`src/rtl/snoop_mem_responder.sv`:
```
// rtl/snoop_mem_responder.sv - snoop-side downstream memory responder model
//
// Purpose: accepts one cache downstream request at a time (RD/RFO/INV/WB),
// waits MEM_LAT cycles, then presents a registered response computed from a
// small backing store and a peer-presence bit vector. A modelled peer cache
// can mark lines as present through the peer_set port at any time.
//
// Ports:
//   clk, rst            - rising-edge clock, asynchronous active-high reset
//   sdreq_valid/ready   - request handshake (ready only while idle)
//   sdreq_op/addr/data  - request opcode, line address, writeback data
//   sursp_valid/ready   - response handshake
//   sursp_rsp/data      - response code and returned line data
//   peer_set_valid/addr - peer acquires the line at peer_set_addr
module snoop_mem_responder #(
  parameter int ADDR_WIDTH = 32,
  parameter int DATA_WIDTH = 32,
  parameter int IDX_WIDTH  = 4,
  parameter int MEM_LAT    = 4
) (
  input  logic                  clk,
  input  logic                  rst,
  input  logic                  sdreq_valid,
  output logic                  sdreq_ready,
  input  logic [2:0]            sdreq_op,
  input  logic [ADDR_WIDTH-1:0] sdreq_addr,
  input  logic [DATA_WIDTH-1:0] sdreq_data,
  output logic                  sursp_valid,
  input  logic                  sursp_ready,
  output logic [2:0]            sursp_rsp,
  output logic [DATA_WIDTH-1:0] sursp_data,
  input  logic                  peer_set_valid,
  input  logic [ADDR_WIDTH-1:0] peer_set_addr
);

  localparam int DEPTH = 1 << IDX_WIDTH;

  localparam logic [2:0] SDREQ_RD  = 3'd0;
  localparam logic [2:0] SDREQ_RFO = 3'd1;
  localparam logic [2:0] SDREQ_INV = 3'd2;
  localparam logic [2:0] SDREQ_WB  = 3'd3;

  localparam logic [2:0] SURSP_OKAY  = 3'd0;
  localparam logic [2:0] SURSP_FETCH = 3'd1;
  localparam logic [2:0] SURSP_SNOOP = 3'd2;
  localparam logic [2:0] SURSP_ERROR = 3'd3;

  localparam logic [3:0] LAT_LOAD = 4'(MEM_LAT - 1);

  typedef enum logic [1:0] {
    S_IDLE,
    S_WAIT,
    S_RESP
  } state_t;

  state_t                 state_q, state_d;
  logic [3:0]             cnt_q, cnt_d;
  logic [2:0]             op_q;
  logic [IDX_WIDTH-1:0]   idx_q;
  logic [DATA_WIDTH-1:0]  wdata_q;
  logic [2:0]             rsp_q, rsp_d;
  logic [DATA_WIDTH-1:0]  rdata_q, rdata_d;
  logic [DATA_WIDTH-1:0]  mem_q [DEPTH];
  logic [DEPTH-1:0]       peer_q;

  logic                   req_hs;
  logic                   complete;
  logic                   peer_clr;
  logic                   mem_wr;
  logic [IDX_WIDTH-1:0]   peer_idx;
  logic                   unused_addr_bits;

  // Upper address bits alias onto the same line by design.
  assign peer_idx         = peer_set_addr[IDX_WIDTH-1:0];
  assign unused_addr_bits = ^{sdreq_addr[ADDR_WIDTH-1:IDX_WIDTH],
                              peer_set_addr[ADDR_WIDTH-1:IDX_WIDTH]};

  // Ready is gated by rst so it stays low for the whole reset pulse.
  assign sdreq_ready = (state_q == S_IDLE) && !rst;
  assign req_hs      = sdreq_valid && sdreq_ready;
  assign sursp_valid = (state_q == S_RESP);
  assign sursp_rsp   = rsp_q;
  assign sursp_data  = rdata_q;

  always_comb begin
    state_d  = state_q;
    cnt_d    = cnt_q;
    complete = 1'b0;
    case (state_q)
      S_IDLE: begin
        if (req_hs) begin
          state_d = S_WAIT;
          cnt_d   = LAT_LOAD;
        end
      end
      S_WAIT: begin
        if (cnt_q == 4'd0) begin
          state_d  = S_RESP;
          complete = 1'b1;
        end else begin
          cnt_d = cnt_q - 4'd1;
        end
      end
      S_RESP: begin
        if (sursp_ready) state_d = S_IDLE;
      end
      default: state_d = S_IDLE;
    endcase
  end

  // Lookup against current (pre-update) store contents.
  always_comb begin
    rsp_d    = SURSP_ERROR;
    rdata_d  = '0;
    peer_clr = 1'b0;
    mem_wr   = 1'b0;
    case (op_q)
      SDREQ_RD: begin
        rsp_d   = peer_q[idx_q] ? SURSP_SNOOP : SURSP_FETCH;
        rdata_d = mem_q[idx_q];
      end
      SDREQ_RFO: begin
        rsp_d    = peer_q[idx_q] ? SURSP_SNOOP : SURSP_FETCH;
        rdata_d  = mem_q[idx_q];
        peer_clr = 1'b1;
      end
      SDREQ_INV: begin
        rsp_d    = SURSP_OKAY;
        peer_clr = 1'b1;
      end
      SDREQ_WB: begin
        rsp_d  = SURSP_OKAY;
        mem_wr = 1'b1;
      end
      default: rsp_d = SURSP_ERROR;
    endcase
  end

  always_ff @(posedge clk or posedge rst) begin
    if (rst) begin
      state_q <= S_IDLE;
      cnt_q   <= '0;
      op_q    <= '0;
      idx_q   <= '0;
      wdata_q <= '0;
      rsp_q   <= '0;
      rdata_q <= '0;
      peer_q  <= '0;
      for (int i = 0; i < DEPTH; i++) mem_q[i] <= '0;
    end else begin
      state_q <= state_d;
      cnt_q   <= cnt_d;
      if (req_hs) begin
        op_q    <= sdreq_op;
        idx_q   <= sdreq_addr[IDX_WIDTH-1:0];
        wdata_q <= sdreq_data;
      end
      if (complete) begin
        rsp_q   <= rsp_d;
        rdata_q <= rdata_d;
        if (mem_wr)   mem_q[idx_q]  <= wdata_q;
        if (peer_clr) peer_q[idx_q] <= 1'b0;
      end
      // Placed after the clear so a same-edge peer acquisition wins.
      if (peer_set_valid) peer_q[peer_idx] <= 1'b1;
    end
  end

endmodule

```
`config.mk`:
```
export PLATFORM = sky130hd
export DESIGN_NAME = snoop_mem_responder
export DESIGN_NICKNAME = d
export VERILOG_FILES = /design/src/rtl/snoop_mem_responder.sv
export SDC_FILE = /design/constraint.sdc
export NUM_CORES = 1
export LEC_CHECK = 0
export CORE_ASPECT_RATIO = 1.4
export CORE_MARGIN = 3
export CORE_UTILIZATION = 35
export CTS_CLUSTER_DIAMETER = 30
export CTS_CLUSTER_SIZE = 16
export DETAILED_ROUTE_END_ITERATION = 16
export GPL_ROUTABILITY_DRIVEN = 0
export PLACE_DENSITY = 0.54
export SLEW_MARGIN = 20
export SYNTH_ARGS = -nofsm -noshare
export SYNTH_HDL_FRONTEND = slang
export SYNTH_SLANG_ARGS = --single-unit
```
`constraint.sdc`:
```
create_clock -name clk -period 27.1 [get_ports clk]
set_input_delay 2.71 -clock clk [delete_from_list [all_inputs] [get_ports clk]]
set_output_delay 2.71 -clock clk [all_outputs]
set_load 0.01 [all_outputs]
```
==> flow_summary_export.csv, run 1 <==
group,metric,value,unit
outcome,status,"complete, no violations",
timing,fin_crit_sh,24.8,%
worst_setup_path,cp_max_fo,3,
timing,timing.fmax,149,MHz
synth,synth_seq_cells,607,
cells_and_area,mostFrequentLayoutCell,"dfrtp_1",
timing,slew_violations,0,
routing,vias,15000,
placed_design,io_buffers,83,
clock_tree,clockBufferDepth,3,
worst_setup_path,cp-end-kind,"output pin",
cells_and_area,instances_no_fill,2905,
synth,syn_area,27300,sq um
floorplan,die_x,242,microns
placed_design,place_ws,20.08,ns
timing,finClkSkew,0.0220,ns
pwr,power.leakage,15.6,nW
synth,yosysWarningCount,0,
worst_setup_path,crit_required,24.39,ns
synth,yosys.area.top_type,"dfrtp_1",
cells_and_area,syn2layout_area_growth,21.2,%
worst_setup_path,reg2reg_to,"sursp_data[17]$_DFFE_PP0N_",
floorplan,row_count,120,
clock_tree,cts_tree,"done",
synth,yosysTopAreaCellShare,55.7,%
timing,finalSetupViolations,0,
min_path,hold_depth,1,
min_path,hp-class,"register to register",
synth,synthTopCellsByArea,"dfrtp_1, mux2_2, mux4_2, mux2_4, mux2i_1",
worst_setup_path,path_delay_family,"buffers and inverters",
global_routing,grt_first_pass_wirelength,104000,microns
clock_tree,cts_resized,0,
floorplan,io_pins,141,
global_routing,grt_max_degree,193,
run,max_cap_viol_count,0,
floorplan,die_area,81400,sq um
clock_tree,clk_latency,0.66,ns
cells_and_area,fillers,6907,
worst_setup_path,r2r_start,"idx_q[0]$_DFFE_PP0P_",
worst_setup_path,cp.depth,3,
clock_tree,cts_root_buf,"clkbuf_16",
synth,synth-seq-area-share,55.7,%
worst_setup_path,cp_cell_sequence,"clkdlybuf4s50_1 > nor3_1 > clkdlybuf4s50_1",
synth,ys_types,41,
synth,synth_nets,1780,
timing,setup_tns,0,ns
worst_setup_path,max_stage_delay,0.56,ns
cells_and_area,drive_gt1_share,51.7,%
routing,drt-pass1-iter-count,5,
floorplan,chipHeight,336,microns
clock_tree,cts-hold-fix-buffers,0,
routing,antenna_left,0,
synth,async_flop_share,100,%
floorplan,start_util,35.5,%
global_routing,grt_pass1_vias,16700,
clock_tree,cts_made_buffers,115,
synth,synthFlopType,"dfrtp_1",
worst_setup_path,startpoint,"rst",
pwr,ir_drop,53.8,uV
floorplan,fp.coreArea,76900,sq um
timing,final.setup.worst_slack,20.37,ns
routing,routed_wl,66400,microns
placed_design,dp.cells,2685,
worst_setup_path,worst_path_max_delay_cell,"clkdlybuf4s50_1",
worst_setup_path,cp-start-kind,"input port",
worst_setup_path,cp.arrival,4.02,ns
global_routing,gr-total-overflow,0,
worst_setup_path,reg2regPathDepth,5,
timing,fin_crit,6.73,ns
routing,remaining_drc_errors,0,
worst_setup_path,rrSetupSlack,23.37,ns
worst_setup_path,crit_buf_inv,2,
synth,avgSynthCellArea,16.3,sq um
synth,synth_cells,1674,
timing,hold_viol,0,
routing,drtIter0Drc,636,
placed_design,dp_hpwl,36000,microns
worst_setup_path,critical_path_class,"input port to output pin",
cells_and_area,n_antenna_cell,0,
clock_tree,cts_setup_buffers,0,
worst_setup_path,crit_path_frequent_cell,"clkdlybuf4s50_1",
synth,synth_edf_count,0,
pwr,cellPowerDensity,96.0,nW/um^2
timing,worstMarginPinSlew,1.04,ns
cells_and_area,final_nets,1872,
cells_and_area,most-common-layout-cells,"dfrtp_1, mux2_2, mux4_2, clkbuf_16, mux2_4",
clock_tree,cts.sink_count,607,
global_routing,grtUsageTotal,16.7,%
clock_tree,htreeDepth,3,
global_routing,grt_antenna_before_repair,0,
timing,rsz0062_at_grt,"false",
clock_tree,clkTransAtPathRegs,0.05,ns
timing,slew-limit-headroom,30.8,%
routing,drt-wirelength-per-cell,22.9,microns
routing,drt-vias-per-instance,5.16,
worst_setup_path,endpoint,"sdreq_ready",
## worst min-delay path by stage
stage                             end                   start
3_3_place_gp   mem_q[254]$_DFFE_PP0P_  mem_q[254]$_DFFE_PP0P_
5_1_grt         mem_q[58]$_DFFE_PP0P_   mem_q[58]$_DFFE_PP0P_
3_5_place_dp   mem_q[254]$_DFFE_PP0P_  mem_q[254]$_DFFE_PP0P_
6_report       mem_q[254]$_DFFE_PP0P_  mem_q[254]$_DFFE_PP0P_
2_1_floorplan  mem_q[254]$_DFFE_PP0P_  mem_q[254]$_DFFE_PP0P_
4_1_cts        mem_q[254]$_DFFE_PP0P_  mem_q[254]$_DFFE_PP0P_
## cells by family (layout without fill, tap and decap cells)
group / after synthesis / count (layout) / synth area share, %
compound gates: 72 / 72 / 1.97
simple gates: 94 / 94 / 1.73
other cells: 1 / 1 / 0.0138
buf+inv: 146 / 340 / 2.94
mux: 751 / 751 / 37.5
fa+ha+maj: 2 / 2 / 0.0917
flops: 607 / 607 / 55.7
xor+xnor: 1 / 1 / 0.0321
## state kept, by name, summed over array words and instances, names as in the netlist
name and flops:
cnt_q 4, idx_q 4, mem_q 512, op_q 3, peer_q 16, state_q 2
sursp_data 32, sursp_rsp 2, wdata_q 32
## routing by layer
metal	global-route usage [%]	up-vias	part of all wire, %
met4	5.40	0	2.2
met1	20.5	8164	42
li1	-	6457	-
met5	0	-	0
met2	29.7	258	52
met3	2.92	100	3.4
## power breakdown
part           switching [mW]  internal (mW)
clock network           0.477          0.976
logic                   0.216          0.266
registers               0.207           1.03
total                   0.900           2.27
## cell type report
cell class / instances / area (sq um) / area share, %
Clock buffer: 159 / 3290 / 9.94
Sequential cell: 607 / 15200 / 46.0
Multi-Input combinational cell: 921 / 11400 / 34.4
Tap cell: 1037 / 1300 / 3.93
Timing Repair Buffer: 116 / 1120 / 3.39
Inverter: 5 / 26.3 / 0.0795
Clock inverter: 60 / 744 / 2.25
## metrics by stage
| step | power, mW | area, sq um | utilization [%] | hold slack, ns |
|---|---|---|---|---|
| after floorplan | 1.57 | 27300 | - | 0.459 |
| after global placement | 1.73 | 29000 | 37.7 | 0.477 |
| after detailed placement | 1.75 | 29000 | 37.7 | 0.480 |
| after CTS | 3.22 | 33000 | 42.9 | 0.491 |
| after global routing | 3.32 | 33000 | 43.0 | 0.506 |
| final | 3.17 | 33000 | 43.0 | 0.489 |
## synthesized netlist by cell type (all sizes together) (2+ instances only)
cell type and n:
a21oi 2, a221o 33, buf 66, clkbuf 75, dfrtp 607, ha 2, inv 5, mux2 582
mux2i 37, mux4 132, nand2 5, nand2b 4, nand3 4, nand3b 4, nand4 4, nand4b 5
nor2 50, nor2b 2, nor3 4, o21ai 34, o31ai 2, or2 4, or3b 2
## worst reg2reg max path, cell delays in order (launching register included)
cell	delay (ns)
dfrtp_4	0.89
buf_4	0.69
buf_4	0.78
mux4_2	0.64
mux2_2	0.27
a221o_1	0.32
(Power assumes the default switching activity.)
==> run 2, diff against run 1 <==
Clock period 27.1 ns to 6.9 ns, I/O delays scaled along.
==> run 2 against run 1 <==
Against the previous run:
- global-route usage up 0.32 points
- clock skew rose by 0.0044 ns
- clock power increased to 4.2 times the previous value
- final cell count up 0.24%
- utilization rose by 0.48 points
- first-iteration DRC count increased by 40%
- cell area grew 1.1%
- flip-flop and latch count did not move
- clock-buffer cell count fell by 17
- critical path depth increased by 2
- worst setup slack lost 17 ns
==> flow_summary_export.csv, run 2 (synthesized netlist as in run 1, its figures left out) <==
group,metric,value,unit
outcome,status,"complete, no violations",
global_routing,gr-total-overflow,0,
timing,setup_tns,0,ns
cells_and_area,mostFrequentLayoutCell,"dfrtp_1",
min_path,hp-class,"register to register",
pwr,power.leakage,15.7,nW
cells_and_area,stdcell_area,33400,sq um
floorplan,row_count,120,
global_routing,use_met1,21.3,%
clock_tree,cts-hold-fix-buffers,0,
worst_setup_path,cp_max_fo,20,
cells_and_area,n_antenna_cell,0,
clock_tree,cts_root_buf,"clkbuf_16",
clock_tree,cts_tree,"done",
clock_tree,cts_made_buffers,119,
timing,fin_crit_sh,54.6,%
global_routing,grt_antenna_before_repair,0,
timing,slew_violations,0,
clock_tree,cts.sink_count,607,
routing,antenna_left,0,
floorplan,start_util,35.5,%
pwr,p_seq_share,37.3,%
placed_design,dp_hpwl,35500,microns
clock_tree,clk_latency,0.67,ns
pwr,ir_drop,282,uV
cells_and_area,largest-register,"mem_q",
timing,hold_viol,0,
placed_design,io_buffers,83,
timing,slew-limit-headroom,26.7,%
worst_setup_path,crit_required,7.44,ns
placed_design,placed_area,29000,sq um
floorplan,io_pins,141,
global_routing,grt_pass1_vias,16900,
routing,vias,15000,
floorplan,fp.coreArea,76900,sq um
timing,hold-worst-slack,0.495,ns
routing,drt-pass1-iter-count,4,
routing,drt-wirelength-per-cell,23.3,microns
global_routing,grt_first_pass_wirelength,106000,microns
cells_and_area,largest_reg_flops,512,
routing,routed_wl,67900,microns
floorplan,die_x,242,microns
pwr,combPwrFrac,15.1,%
routing,drtIter0Drc,893,
worst_setup_path,critical_path_class,"register to register",
clock_tree,cts_setup_buffers,0,
pwr,cellPowerDensity,387,nW/um^2
timing,rsz0062_at_grt,"false",
cells_and_area,drive_gt1_share,52.5,%
routing,remaining_drc_errors,0,
clock_tree,htreeDepth,3,
floorplan,chipHeight,336,microns
global_routing,top_usage_layer,"met2",
cells_and_area,syn2layout_area_growth,22.5,%
worst_setup_path,cp-start-kind,"register",
timing,timing.fmax,265,MHz
clock_tree,clkTransAtPathRegs,0.05,ns
cells_and_area,fillers,6902,
timing,fin_crit,3.77,ns
clock_tree,cts_resized,0,
clock_tree,clockBufferDepth,3,
worst_setup_path,cp.arrival,4.31,ns
floorplan,die_area,81400,sq um
global_routing,use_met3,2.62,%
cells_and_area,final_nets,1875,
pwr,netSwitchingFraction,28.8,%
timing,finClkSkew,0.0265,ns
global_routing,grt_use_met2,30.2,%
run,max_cap_viol_count,0,
timing,worstMarginPinSlew,1.10,ns
global_routing,grtUsageTotal,17.0,%
routing,drt-vias-per-instance,5.16,
pwr,switchingPower,3.72,mW
pwr,p_int,9.20,mW
timing,finalSetupViolations,0,
global_routing,grt_max_degree,182,
pwr,clkPwrFrac,47.6,%
worst_setup_path,cp-end-kind,"register",
cells_and_area,most-common-layout-cells,"dfrtp_1, mux2_2, mux4_2, clkbuf_16, mux2_4",
run 2: changes by cell type in the layout (fill, tap and decap cells not counted), sizes merged:
cell and change:
inv +3, clkinv +4, clkinvlp +11, bufinv +7, buf -1, clkbuf -17
run 2: critical path: stages, from the launching register on:
cell and delay [ns]:
dfrtp_1 0.49, nor3b_1 0.67, nand4b_1 0.61, nor2_4 1.04, buf_4 0.45, mux2_2 0.37
run 2: cell type report:
| cell class | instances | area [sq um] | area share, % |
|---|---|---|---|
| tap | 1037 | 1300 | 3.88 |
| clock buffer | 142 | 3190 | 9.56 |
| sequential | 607 | 15200 | 45.5 |
| timing repair buffer | 115 | 1140 | 3.42 |
| clock inverter | 85 | 1180 | 3.54 |
| inverter | 5 | 22.5 | 0.0674 |
| multi-input combinational | 921 | 11400 | 34.0 |
run 2: layer usage:
layer | part of all wire, % | vias to the layer above
met1 | 42 | 8229
met4 | 1.9 | 0
met5 | 0 | -
met2 | 52 | 250
met3 | 3.5 | 89
li1 | - | 6464
run 2: through the flow:
step	util, %	worst slack (ns)	total power, mW	instances
3_5_place_dp	37.7	3.05	6.88	2684
5_1_grt	43.5	2.94	13.5	2912
2_1_floorplan	-	-2.07	6.18	1674
4_1_cts	43.4	3.05	13.1	2911
6_report	43.5	3.13	12.9	2912
3_3_place_gp	37.7	3.14	6.80	2684
run 2: final timing paths:
kind | startpoint | endpoint | cells past startpoint | slack (ns)
max | state_q[0]$_DFFE_PP0P_ | mem_q[302]$_DFFE_PP0P_ | 5 | 3.13
min | mem_q[254]$_DFFE_PP0P_ | mem_q[254]$_DFFE_PP0P_ | 1 | 0.49
max reg2reg | state_q[0]$_DFFE_PP0P_ | mem_q[302]$_DFFE_PP0P_ | 5 | 3.13
min reg2reg | mem_q[254]$_DFFE_PP0P_ | mem_q[254]$_DFFE_PP0P_ | 1 | 0.49
max in group asynchronous | rst | mem_q[471]$_DFFE_PP0P_ | 5 | 4.52
min in group asynchronous | rst | mem_q[226]$_DFFE_PP0P_ | 2 | 0.53
run 2: power groups by stage:
| stage | Clock [mW] | Sequential (mW) | Combinational [mW] |
|---|---|---|---|
| after floorplan | 0 | 4.35 | 1.83 |
| after global placement | 0 | 4.83 | 1.97 |
| after detailed placement | 0 | 4.89 | 1.99 |
| after CTS | 6.28 | 4.83 | 2.00 |
| after global routing | 6.47 | 4.94 | 2.11 |
| final | 6.15 | 4.82 | 1.95 |
==> run 3, diff against run 2 <==
Clock period 6.9 ns to 3.7 ns, I/O delays scaled along.
==> run 3 against run 2 <==
Against the previous run:
- die area did not move
- sequential share of layout area barely moved
- first-iteration DRC count rose by 0.90%
- cell area barely moved
- critical path depth rose by 2
- via count rose by 0.76%
- critical endpoint is now mem_q[19]$_DFFE_PP0P_
- largest cell class unchanged
==> flow_summary_export.csv, run 3 (synthesized netlist as in run 1, its figures left out) <==
group,metric,value,unit
worst_setup_path,critical_path_class,"register to register",
routing,drt-wirelength-per-cell,23.4,microns
cells_and_area,multi_input_area,11400,sq um
timing,timing.fmax,324,MHz
clock_tree,cts_resized,0,
routing,routed_wl,68000,microns
floorplan,fp.coreArea,76900,sq um
placed_design,dp_hpwl,37000,microns
placed_design,io_buffers,83,
global_routing,grt_antenna_before_repair,0,
cells_and_area,stdcell_area,33400,sq um
clock_tree,htreeDepth,3,
placed_design,placed_area,29200,sq um
cells_and_area,fillers,6916,
floorplan,die_area,81400,sq um
global_routing,gr-total-overflow,0,
routing,remaining_drc_errors,0,
floorplan,row_count,120,
worst_setup_path,cp_max_fo,32,
pwr,p_seq_share,36.9,%
timing,rsz0062_at_grt,"false",
timing,slew-limit-headroom,36.4,%
cells_and_area,largest_reg_flops,512,
cells_and_area,largest-register,"mem_q",
clock_tree,cts_setup_buffers,0,
clock_tree,clockBufferDepth,3,
cells_and_area,regArea,15200,sq um
timing,finClkSkew,0.0279,ns
global_routing,grt_pass1_vias,17000,
cells_and_area,most-common-layout-cells,"dfrtp_1, mux2_2, mux4_2, clkbuf_16, mux2_4",
clock_tree,cts_made_buffers,113,
clock_tree,cts-hold-fix-buffers,0,
timing,worstMarginPinSlew,0.954,ns
floorplan,die_x,242,microns
clock_tree,clk_latency,0.66,ns
routing,antenna_left,0,
clock_tree,clkTransAtPathRegs,0.06,ns
timing,hold-worst-slack,0.0805,ns
routing,drt-pass1-iter-count,5,
timing,setup_tns,0,ns
clock_tree,cts_root_buf,"clkbuf_16",
cells_and_area,mostFrequentLayoutCell,"dfrtp_1",
worst_setup_path,crit_required,4.22,ns
pwr,clkPwrFrac,46.6,%
pwr,cellPowerDensity,715,nW/um^2
pwr,switchingPower,6.80,mW
cells_and_area,syn2layout_area_growth,22.5,%
global_routing,grtUsageTotal,17.0,%
pwr,ir_drop,493,uV
timing,finalSetupViolations,0,
routing,vias,15100,
outcome,status,"complete, no violations",
timing,fin_crit_sh,83.3,%
pwr,power.leakage,15.7,nW
timing,fin_crit,3.08,ns
pwr,netSwitchingFraction,28.5,%
routing,drt-vias-per-instance,5.20,
clock_tree,cts.sink_count,607,
pwr,p_int,17.1,mW
floorplan,start_util,35.5,%
worst_setup_path,cp-end-kind,"register",
floorplan,chipHeight,336,microns
routing,drtIter0Drc,901,
cells_and_area,instances_no_fill,2913,
min_path,hp-class,"input port to async pin",
floorplan,io_pins,141,
pwr,combPwrFrac,16.5,%
global_routing,grt_first_pass_wirelength,106000,microns
cells_and_area,drive_gt1_share,52.5,%
clock_tree,cts_tree,"done",
placed_design,dp.cells,2701,
timing,hold_viol,0,
cells_and_area,final_nets,1885,
global_routing,grt_max_degree,163,
worst_setup_path,cp-start-kind,"register",
cells_and_area,final_util,43.5,%
worst_setup_path,cp.arrival,3.61,ns
timing,slew_violations,0,
run,max_cap_viol_count,0,
## run 3: cell types whose count changed in the layout (fill, tap and decap cells not counted), moves of 3 or more
cell	previous run	this run
buf_4	27	37
clkinvlp_4	23	16
clkbuf_8	13	16
buf_12	4	11
clkbuf_16	119	114
clkinv_4	8	4
## run 3: final cells by class
class | count | area share [%]
Inverter | 5 | 0.0674
Sequential cell | 607 | 45.5
Multi-Input combinational cell | 921 | 34.0
Tap cell | 1037 | 3.88
Antenna cell | 1 | 0.00749
Clock buffer | 141 | 9.32
Clock inverter | 70 | 3.21
Timing Repair Buffer | 131 | 3.98
## run 3: worst max-delay path, stage by stage (launching register included)
cell     delay [ns]
dfrtp_1        0.38
inv_1          0.12
ha_1           0.19
nor2b_1        0.40
nand4_1        0.59
nor2_4         0.25
buf_4          0.58
mux2_2         0.41
## run 3: final timing paths
check	depth (start not counted)	startpoint	slack (ns)	end
setup / recovery	7	cnt_q[0]$_DFFE_PP0P_	0.62	mem_q[19]$_DFFE_PP0P_
hold / removal	2	rst	0.08	cnt_q[2]$_DFFE_PP0P_
setup reg to reg	7	cnt_q[0]$_DFFE_PP0P_	0.62	mem_q[19]$_DFFE_PP0P_
hold reg to reg	1	mem_q[161]$_DFFE_PP0P_	0.50	mem_q[161]$_DFFE_PP0P_
max in group asynchronous	4	rst	2.35	mem_q[471]$_DFFE_PP0P_
min in group clk	3	sdreq_op[2]	0.29	op_q[2]$_DFFE_PP0P_
## run 3: through the flow
step	total power, mW	setup WS (ns)
2_1_floorplan	11.5	-4.95
3_3_place_gp	12.8	0.756
3_5_place_dp	12.9	0.681
4_1_cts	24.2	0.641
5_1_grt	25.0	0.522
6_report	23.9	0.616
## run 3: power groups by stage
stage	combinational, mW	clock (mW)	sequential, mW
2_1_floorplan	3.42	0	8.11
3_3_place_gp	3.98	0	8.81
3_5_place_dp	4.04	0	8.91
4_1_cts	4.05	11.4	8.81
5_1_grt	4.26	11.7	9.00
6_report	3.94	11.1	8.81
## run 3: metal layers
metal  wire length (microns)  part of all wire [%]  vias to the layer above  track usage, %
li1                        -                     -                     6478               -
met1                   28500                    42                     8253            21.0
met2                   35700                    53                      297            30.6
met3                    2150                   3.2                      118            2.41
met4                    1610                   2.4                        0            5.85
met5                       0                     0                        -               0
